File: src/rtl/sub_serial_clk.sv
// Bit-serial subtractor d = a - b - bi, one bit per clock, LSB first, through a single full-adder slice.
// Latency: done pulses in the cycle after the WIDTH-th edge following acceptance; one op per WIDTH+2 cycles.
// Backpressure: start is sampled only in IDLE and is never queued; busy is high while an operation is in flight.
//
// Ports:
//   clock, reset_n      rising-edge clock, synchronous active-low reset
//   start, a, b, bi     request and operands (captured on the accepting edge)
//   busy, done          status: busy while not IDLE, done is a one-cycle result strobe
//   d, bo, ov           difference, unsigned borrow out, signed overflow (held until next result)
module sub_serial_clk #(
    parameter int WIDTH = 32
) (
    input  logic             clock,
    input  logic             reset_n,
    input  logic             start,
    input  logic [WIDTH-1:0] a,
    input  logic [WIDTH-1:0] b,
    input  logic             bi,
    output logic             busy,
    output logic             done,
    output logic [WIDTH-1:0] d,
    output logic             bo,
    output logic             ov
);

    localparam int CW = (WIDTH > 2) ? $clog2(WIDTH) : 1;
    localparam logic [CW-1:0] LAST = CW'(WIDTH - 1);

    typedef enum logic [1:0] {
        IDLE = 2'd0,
        RUN  = 2'd1,
        DONE = 2'd2
    } state_t;

    state_t           r_state;
    logic [WIDTH-1:0] r_opa;
    logic [WIDTH-1:0] r_opb;     // holds ~b so the slice always adds
    logic             r_carry;   // holds ~borrow
    logic [CW-1:0]    r_cnt;
    logic [WIDTH-1:0] r_res;
    logic             r_a_msb;
    logic             r_b_msb;   // original (uninverted) MSB of b
    logic             r_busy;
    logic             r_done;
    logic [WIDTH-1:0] r_d;
    logic             r_bo;
    logic             r_ov;

    // Full-adder slice on the current LSBs
    logic             w_sum;
    logic             w_carry_nxt;
    logic [WIDTH-1:0] w_res_nxt;

    assign w_sum       = r_opa[0] ^ r_opb[0] ^ r_carry;
    assign w_carry_nxt = (r_opa[0] & r_opb[0]) | (r_opa[0] & r_carry) | (r_opb[0] & r_carry);
    // Sum bits enter at the MSB and walk down, so after WIDTH shifts bit 0 lands at index 0
    assign w_res_nxt   = {w_sum, r_res[WIDTH-1:1]};

    always_ff @(posedge clock) begin
        if (!reset_n) begin
            r_state <= IDLE;
            r_opa   <= '0;
            r_opb   <= '0;
            r_carry <= 1'b0;
            r_cnt   <= '0;
            r_res   <= '0;
            r_a_msb <= 1'b0;
            r_b_msb <= 1'b0;
            r_busy  <= 1'b0;
            r_done  <= 1'b0;
            r_d     <= '0;
            r_bo    <= 1'b0;
            r_ov    <= 1'b0;
        end else begin
            case (r_state)
                IDLE: begin
                    r_done <= 1'b0;
                    if (start) begin
                        r_opa   <= a;
                        r_opb   <= ~b;
                        r_carry <= ~bi;
                        r_a_msb <= a[WIDTH-1];
                        r_b_msb <= b[WIDTH-1];
                        r_cnt   <= '0;
                        r_busy  <= 1'b1;
                        r_state <= RUN;
                    end
                end
                RUN: begin
                    r_res   <= w_res_nxt;
                    r_carry <= w_carry_nxt;
                    r_opa   <= {1'b0, r_opa[WIDTH-1:1]};
                    r_opb   <= {1'b0, r_opb[WIDTH-1:1]};
                    if (r_cnt == LAST) begin
                        // Final bit: publish result; carry out of a + ~b + ~bi is ~borrow
                        r_cnt   <= '0;
                        r_d     <= w_res_nxt;
                        r_bo    <= ~w_carry_nxt;
                        r_ov    <= (r_a_msb != r_b_msb) && (w_res_nxt[WIDTH-1] != r_a_msb);
                        r_done  <= 1'b1;
                        r_state <= DONE;
                    end else begin
                        r_cnt <= r_cnt + 1'b1;
                    end
                end
                DONE: begin
                    r_done  <= 1'b0;
                    r_busy  <= 1'b0;
                    r_state <= IDLE;
                end
                default: begin
                    r_done  <= 1'b0;
                    r_busy  <= 1'b0;
                    r_state <= IDLE;
                end
            endcase
        end
    end

    assign busy = r_busy;
    assign done = r_done;
    assign d    = r_d;
    assign bo   = r_bo;
    assign ov   = r_ov;

endmodule

File: config.mk
export PLATFORM = sky130hd
export DESIGN_NAME = sub_serial_clk
export DESIGN_NICKNAME = d
export VERILOG_FILES = /design/src/rtl/sub_serial_clk.sv
export SDC_FILE = /design/constraint.sdc
export NUM_CORES = 1
export LEC_CHECK = 0
export CORE_UTILIZATION = 45
export DETAILED_ROUTE_END_ITERATION = 10
export GPL_ROUTABILITY_DRIVEN = 1
export PLACE_DENSITY_LB_ADDON = 0.05
export SLEW_MARGIN = 0
export SYNTH_ARGS = -nofsm -noshare
export SYNTH_HDL_FRONTEND = slang
export SYNTH_SLANG_ARGS = --single-unit
File: constraint.sdc
create_clock -name clock -period 2.7 [get_ports clock]
set_input_delay 0.405 -clock clock [delete_from_list [all_inputs] [get_ports clock]]
set_output_delay 0.405 -clock clock [all_outputs]
set_load 0.01 [all_outputs]
==> results of run 1 <==
path summary, 6_finish.rpt:
check             startpoint   end  slack (ns)  cells past startpoint
setup reg to reg    r_cnt[0]    bo        0.87                      7
hold reg to reg         d[5]  d[5]        0.45                      2
setup / recovery    r_cnt[0]    bo        0.87                      7
hold / removal          d[5]  d[5]        0.45                      2
cell type report:
type,instances,area [um^2]
repair buffers,117,1174
clock buffers,27,523.0
multi-input cells,491,2572
flip-flops and latches,141,2823
inverters,4,17.52
fillers,1176,5214
clock inverters,5,30.03
well taps,172,215.2
report_power, final:
part	total [mW]	internal (mW)	switching [mW]
logic	0.506	0.246	0.260
clock network	2.13	1.32	0.815
registers	2.23	2.18	0.0518
total	4.87	3.74	1.13
metal layers:
layer  vias up  part of all wire, %  track usage, %
met4         0                  2.0           7.706
met5         -                    0               0
li1       2527                    -               -
met2       107                   46           31.02
met1      2282                   46           24.83
met3        21                  5.1           6.378
kinds of logic after synthesis:
| logic type | Yosys count | synth area share [%] |
|---|---|---|
| buffers and inverters | 66 | 6.798 |
| DFF | 141 | 48.84 |
| and+or+nand+nor | 313 | 23.21 |
| muxes | 2 | 0.3464 |
| adders and majority gates | 4 | 0.9960 |
| AOI/OAI and AO/OA | 172 | 19.81 |
flip-flops by register name, indices dropped and copies added, names as in the netlist:
signal,cells
r_opb,32
r_cnt,5
r_a_msb,1
r_b_msb,1
r_carry,1
ov,1
done,1
bo,1
d,32
busy,1
r_opa,32
r_state,2
r_res,31
metrics by stage:
step / instance area [um^2] / util [%] / setup WS [ns] / power, mW / hold WS, ns
after floorplan: 5779 / - / 1.113 / 2.617 / 0.4320
after global placement: 6802 / 54.12 / 0.8552 / 2.769 / 0.4391
after detailed placement: 6802 / 54.12 / 0.8259 / 2.782 / 0.4452
after CTS: 7355 / 58.52 / 0.8782 / 4.929 / 0.4527
after global routing: 7355 / 58.52 / 0.6633 / 5.083 / 0.4674
final: 7355 / 58.52 / 0.8742 / 4.868 / 0.4502
placed cells by master, fill, tap and decap left out, types with 5 or more instances in the layout:
master                            count
sky130_fd_sc_hd__nor2_1              41
sky130_fd_sc_hd__clkbuf_8             6
sky130_fd_sc_hd__a21oi_1             98
sky130_fd_sc_hd__a311oi_1            31
sky130_fd_sc_hd__nand2_1            223
sky130_fd_sc_hd__dfxtp_1            141
sky130_fd_sc_hd__buf_4               11
sky130_fd_sc_hd__clkdlybuf4s50_1    103
sky130_fd_sc_hd__nor3_1               5
sky130_fd_sc_hd__a211o_1             32
sky130_fd_sc_hd__clkbuf_16           17
sky130_fd_sc_hd__nor3b_1             32
worst register-to-register path, stage by stage, from the launching register on:
cell and delay (ns):
sky130_fd_sc_hd__dfxtp_1 0.37, sky130_fd_sc_hd__ha_1 0.20, sky130_fd_sc_hd__and3_1 0.19, sky130_fd_sc_hd__ha_1 0.21, sky130_fd_sc_hd__and3b_1 0.17, sky130_fd_sc_hd__buf_4 0.33, sky130_fd_sc_hd__nor2_1 0.08, sky130_fd_sc_hd__a211oi_1 0.20
==> metrics.txt, run 1 <==
result of the run=finished with violations; failing checks=design-rule violations; DRC violations left=2; worst-case vdd ir drop=0.0004692 V; portion of the clock cycle consumed by the worst path in the final layout=67.62%; Synth Net Count=770; overall via count from detail_route=4937; CP max-delay cell=sky130_fd_sc_hd__dfxtp_1; maximum count of clock buffers along a single path=2; Crit path arrival time=2.15 ns; crit path time final=1.826 ns; Net count, final=844; synthesized instance count=698; growth of design area from synthesis to finish=27.26%; share of synthesized flip-flops with an asynchronous set or reset=0%; leading area contributor after synthesis=sky130_fd_sc_hd__dfxtp_1; die span in y=115.3 um; setup repair after global routing missed its margin=no; post-CTS setup-driven buffer insertion count=0; count of distinct cell types in the synthesized netlist=34; Inserted Clock Buffers=17; path class of the lowest-slack min-delay path=reg2reg; Initial DRT Pass Iterations=7; antenna violations before repair=0; critical path, cell by cell=ha_1, and3_1, ha_1, and3b_1, buf_4, nor2_1, a211oi_1; highest cell delay on the worst timing path=0.37 ns; max_cap viols=0; Setup crit end kind=flip-flop; combined global-route utilization of all metal layers=19.64%; hold-fix buffers at CTS=0; total placed cells including tap cells=925; clock tree sinks=141; first-pass GRT wire length=20.49 mm; H-tree levels=4; register bit count reported by yosys=141; clock-pin slew on the worst setup and hold paths=0.06 ns; maximum number of pins on one net before global-route repair=65; transition time at the pin with the least slew margin=0.9029 ns; library cell with the highest instance count after synthesis=sky130_fd_sc_hd__nand2_1; fraction of final layout cells with drive strength greater than 1=6.242%; areal power density over the cells=661.9 mW/mm^2; global placer's final weighted congestion=0.6975; Cell Count, Final, Fillers Out=957; setup clock skew after layout=0.005760 ns; critical-path maximum fanout=35; Setup crit start kind=flip-flop; netlist area before placement=0.005779 mm^2; commonest register cell after synthesis=sky130_fd_sc_hd__dfxtp_1; Floorplan Core Area=0.01257 mm^2; drt wl/cell=13.15 um; Die Footprint=0.01330 mm^2; worst skew pair latency=0.41 ns; most frequent cell on the critical path=sky130_fd_sc_hd__ha_1; effective utilization at floorplan=45.98%; dominant delay contributor by cell family on the critical path=simple AND/OR/NAND/NOR gates; upper clock frequency limit=0.5477 GHz; number of pins exceeding their max-slew limit in the final report=0; top-level I/O count=104; clk root buf=sky130_fd_sc_hd__clkbuf_16; dominant cells by area after synthesis=sky130_fd_sc_hd__dfxtp_1 49%, sky130_fd_sc_hd__nand2_1 14%, sky130_fd_sc_hd__a21oi_1 8.5%; Rel. slew slack=39.81%; CTS tree=done; n_diodes=0; Antenna Nets Post-Route=0; post-cts resize count=0; fraction of the yosys area taken by sequential cells=48.84%; number of global-route vias before repair=4370; leakage power summed over all cells=2.678 nW; Final Hold Violating Endpoints=0; proportion of netlist area held by the largest area contributor=48.84%; most numerous cell types in the synthesized netlist=223 x sky130_fd_sc_hd__nand2_1, 141 x sky130_fd_sc_hd__dfxtp_1, 98 x sky130_fd_sc_hd__a21oi_1, 41 x sky130_fd_sc_hd__nor2_1; total of endpoints with negative setup slack in the final report=0; per-cell via count in the routed design=5.159; Site Rows=41; CP bufs+invs=1; Ys Warns=0; Horiz. Die Dim=115.3 um; summed negative setup slack over all endpoints=0 ns; Syn Area/Cell=8.280 um^2; placed wire-length estimate after detailed placement=7.744 mm; Req. time, crit path=3.03 ns; violation count after the first detailed-routing iteration=386; number of enable-type register cells in the synthesized netlist=0; drt total wl=12.59 mm; critical path type=reg2reg; Port-buffer cells=103; global-route congestion overflow total=0
Note: power is estimated with default switching activity, not from simulation.
==> inputs of run 2 (changes only) <==
==> constraint.sdc (replaced) <==
create_clock -name clock -period 1.6 [get_ports clock]
set_input_delay 0.24 -clock clock [delete_from_list [all_inputs] [get_ports clock]]
set_output_delay 0.24 -clock clock [all_outputs]
set_load 0.01 [all_outputs]
==> run 2 against run 1 <==
- the flow still finishes with violations (design-rule violations)
- critical path depth did not move
- clock power grew 76%
- cell count is 2.1% higher
- global-route usage up 0.49 points
- count of clock-buffer cells in the layout decreased by 6
- setup slack worse by 0.86 ns
- combinational power rose by 88%
- routed wire length is 3.7% higher
- fmax is 15% higher
- via count grew 2.8%
- utilization grew 3.5 points
- largest power group unchanged
- highest routed layer unchanged
==> metrics.txt, run 2 (synthesis results as in run 1) <==
Port-buffer cells=103 (unchanged); combined global-route utilization of all metal layers=20.13% (+0.49 points); total placed cells including tap cells=945 (+2.2%); transition time at the pin with the least slew margin=0.3041 ns (-0.5988 ns); number of pins exceeding their max-slew limit in the final report=0 (unchanged); portion of the clock cycle consumed by the worst path in the final layout=98.94% (+31 points); max_cap viols=0 (unchanged); global-route congestion overflow total=0 (unchanged); first-pass GRT wire length=21.22 mm (+3.6%); total of endpoints with negative setup slack in the final report=0 (unchanged); Net count, final=867 (+2.7%); fraction of final layout cells with drive strength greater than 1=11.68% (+5.4 points); Reg2Reg Setup Slack=0.02 ns (-0.86 ns); Setup crit end kind=flip-flop; effective utilization at floorplan=45.98% (unchanged); maximum number of pins on one net before global-route repair=60 (-7.7%); area of combinational cells with multiple inputs=0.002670 mm^2 (+3.8%); beginning of the worst register-to-register path=r_cnt[0]; setup clock skew after layout=0.009127 ns (+0.003367 ns); worst-case vdd ir drop=0.0006400 V (+36%); worst skew pair latency=0.42 ns (about the same); clk root buf=sky130_fd_sc_hd__clkbuf_16; Floorplan Core Area=0.01257 mm^2 (unchanged); Crit path arrival time=1.93 ns (-0.22 ns); crit path time final=1.583 ns (-0.2428 ns); per-cell via count in the routed design=5.192 (+0.65%); highest cell delay on the worst timing path=0.35 ns (-0.02 ns); dominant delay contributor by cell family on the critical path=simple AND/OR/NAND/NOR gates; Inserted Clock Buffers=17 (unchanged); Rel. slew slack=79.73% (+40 points); most frequent cell on the critical path=sky130_fd_sc_hd__ha_4; CP bufs+invs=1 (unchanged); maximum count of clock buffers along a single path=2 (unchanged); die span in y=115.3 um (unchanged); leakage power summed over all cells=2.924 nW (+9.2%); Final Hold Violating Endpoints=0 (unchanged); critical path type=reg2reg; count of cells along the worst hold path=3 (+1); hold worst-path end=r_opa[5]; antenna violations before repair=0 (unchanged); placed wire-length estimate after detailed placement=8.193 mm (+5.8%); Setup crit start kind=flip-flop; growth of design area from synthesis to finish=34.83%; violation count after the first detailed-routing iteration=337 (-13%); Cell Count, Final, Fillers Out=977 (+2.1%); number of global-route vias before repair=4733 (+8.3%); Crit Reg-Reg Endpoint=d[26]; CP max-delay cell=sky130_fd_sc_hd__dfxtp_2; path depth of the worst reg2reg path=7 (unchanged); areal power density over the cells=1086 mW/mm^2 (+64%); Initial DRT Pass Iterations=7 (unchanged); drt wl/cell=13.36 um (+1.6%); leading cell types in the layout, fill and taps excluded=218 x sky130_fd_sc_hd__nand2_1, 138 x sky130_fd_sc_hd__dfxtp_1, 102 x sky130_fd_sc_hd__clkdlybuf4s50_1, 89 x sky130_fd_sc_hd__a21oi_1, 41 x sky130_fd_sc_hd__nor2_1; overall via count from detail_route=5073 (+2.8%); result of the run=finished with violations; filler cell count=1142 (-2.9%); hold-fix buffers at CTS=0 (unchanged); clock-pin slew on the worst setup and hold paths=0.05 ns (about the same); global placer's final weighted congestion=0.7230 (+3.7%); path class of the lowest-slack min-delay path=in2reg; critical-path maximum fanout=15 (-57%); start point of the worst min-delay path=a[5]; Seq. cell area=0.002826 mm^2 (+0.13%); H-tree levels=4 (unchanged); critical path, cell by cell=ha_4, and3_4, ha_4, and3b_2, clkbuf_16, nand2_1, a21oi_2; upper clock frequency limit=0.6317 GHz (+15%); DRC violations left=2 (unchanged); Antenna Nets Post-Route=0 (unchanged); drt total wl=13.05 mm (+3.7%); Site Rows=41 (unchanged); Req. time, crit path=1.95 ns (-1.08 ns); setup repair after global routing missed its margin=yes; summed negative setup slack over all endpoints=0 ns (unchanged); CTS tree=done; n_diodes=0 (unchanged); failing checks=design-rule violations; Die Footprint=0.01330 mm^2 (unchanged); top-level I/O count=104 (unchanged); clock tree sinks=141 (unchanged); Horiz. Die Dim=115.3 um (unchanged); most common cell after layout, fill and taps aside=sky130_fd_sc_hd__nand2_1
-- run 2: worst reg2reg max path: stages (launching register included) --
cell and delay [ns]:
sky130_fd_sc_hd__dfxtp_2 0.35, sky130_fd_sc_hd__ha_4 0.14, sky130_fd_sc_hd__and3_4 0.20, sky130_fd_sc_hd__ha_4 0.14, sky130_fd_sc_hd__and3b_2 0.30, sky130_fd_sc_hd__clkbuf_16 0.21
sky130_fd_sc_hd__nand2_1 0.07, sky130_fd_sc_hd__a21oi_2 0.11
-- run 2: how the worst max path moves through the flow --
stage               cells after the start  slack (ns)         to     start
floorplan                               8        0.01      d[10]  r_cnt[0]
global placement                        5        0.01  r_opa[23]     start
detailed placement                      5       -0.03  r_opa[14]     start
CTS                                     7       0.007      d[19]  r_cnt[0]
global route                            7       -0.05       d[7]  r_cnt[1]
finish                                  7        0.02      d[26]  r_cnt[0]
-- run 2: where the power goes --
part / internal, mW / leakage [nW] / total (mW) / switching [mW]
combinational: 0.494 / 1.49 / 0.952 / 0.459
clock: 2.37 / 0.280 / 3.74 / 1.37
sequential: 3.68 / 1.15 / 3.77 / 0.0907
total: 6.55 / 2.92 / 8.46 / 1.92
-- run 2: repair_timing --
| action | 4_1_cts | 5_1_grt |
|---|---|---|
| pin swaps | 1 | 8 |
| cloned | 0 | 2 |
| setup endpoints to repair | 8 | 51 |
| setup buffers | 0 | 1 |
| resized for setup | 4 | 25 |
| endpoints found under the hold margin | 0 | 0 |
-- run 2: metrics by stage --
stage / setup slack [ns] / hold slack, ns / total power, mW / util (%) / area [um^2]
5_1_grt: -0.04679 / 0.4066 / 8.847 / 62.00 / 7792
6_report: 0.01693 / 0.4087 / 8.464 / 62.00 / 7792
3_5_place_dp: -0.02943 / 0.4434 / 4.780 / 56.21 / 7064
2_1_floorplan: 0.01264 / 0.3869 / 4.415 / - / 5779
3_3_place_gp: 0.01445 / 0.4373 / 4.753 / 56.21 / 7064
4_1_cts: 0.006859 / 0.3952 / 8.552 / 60.79 / 7640
-- run 2: layout make-up --
class	instances	area share, %
Inverter	4	0.2248
Sequential cell	141	36.27
Clock buffer	21	6.037
Tap cell	172	2.762
Multi-Input combinational cell	491	34.26
Clock inverter	8	1.188
Timing Repair Buffer	140	19.25
-- run 2: routing by layer --
layer	wire, um	GRT usage (%)
met1	6112	24.62
met2	6142	33.45
met3	626	5.957
met4	171	7.446
met5	0	0
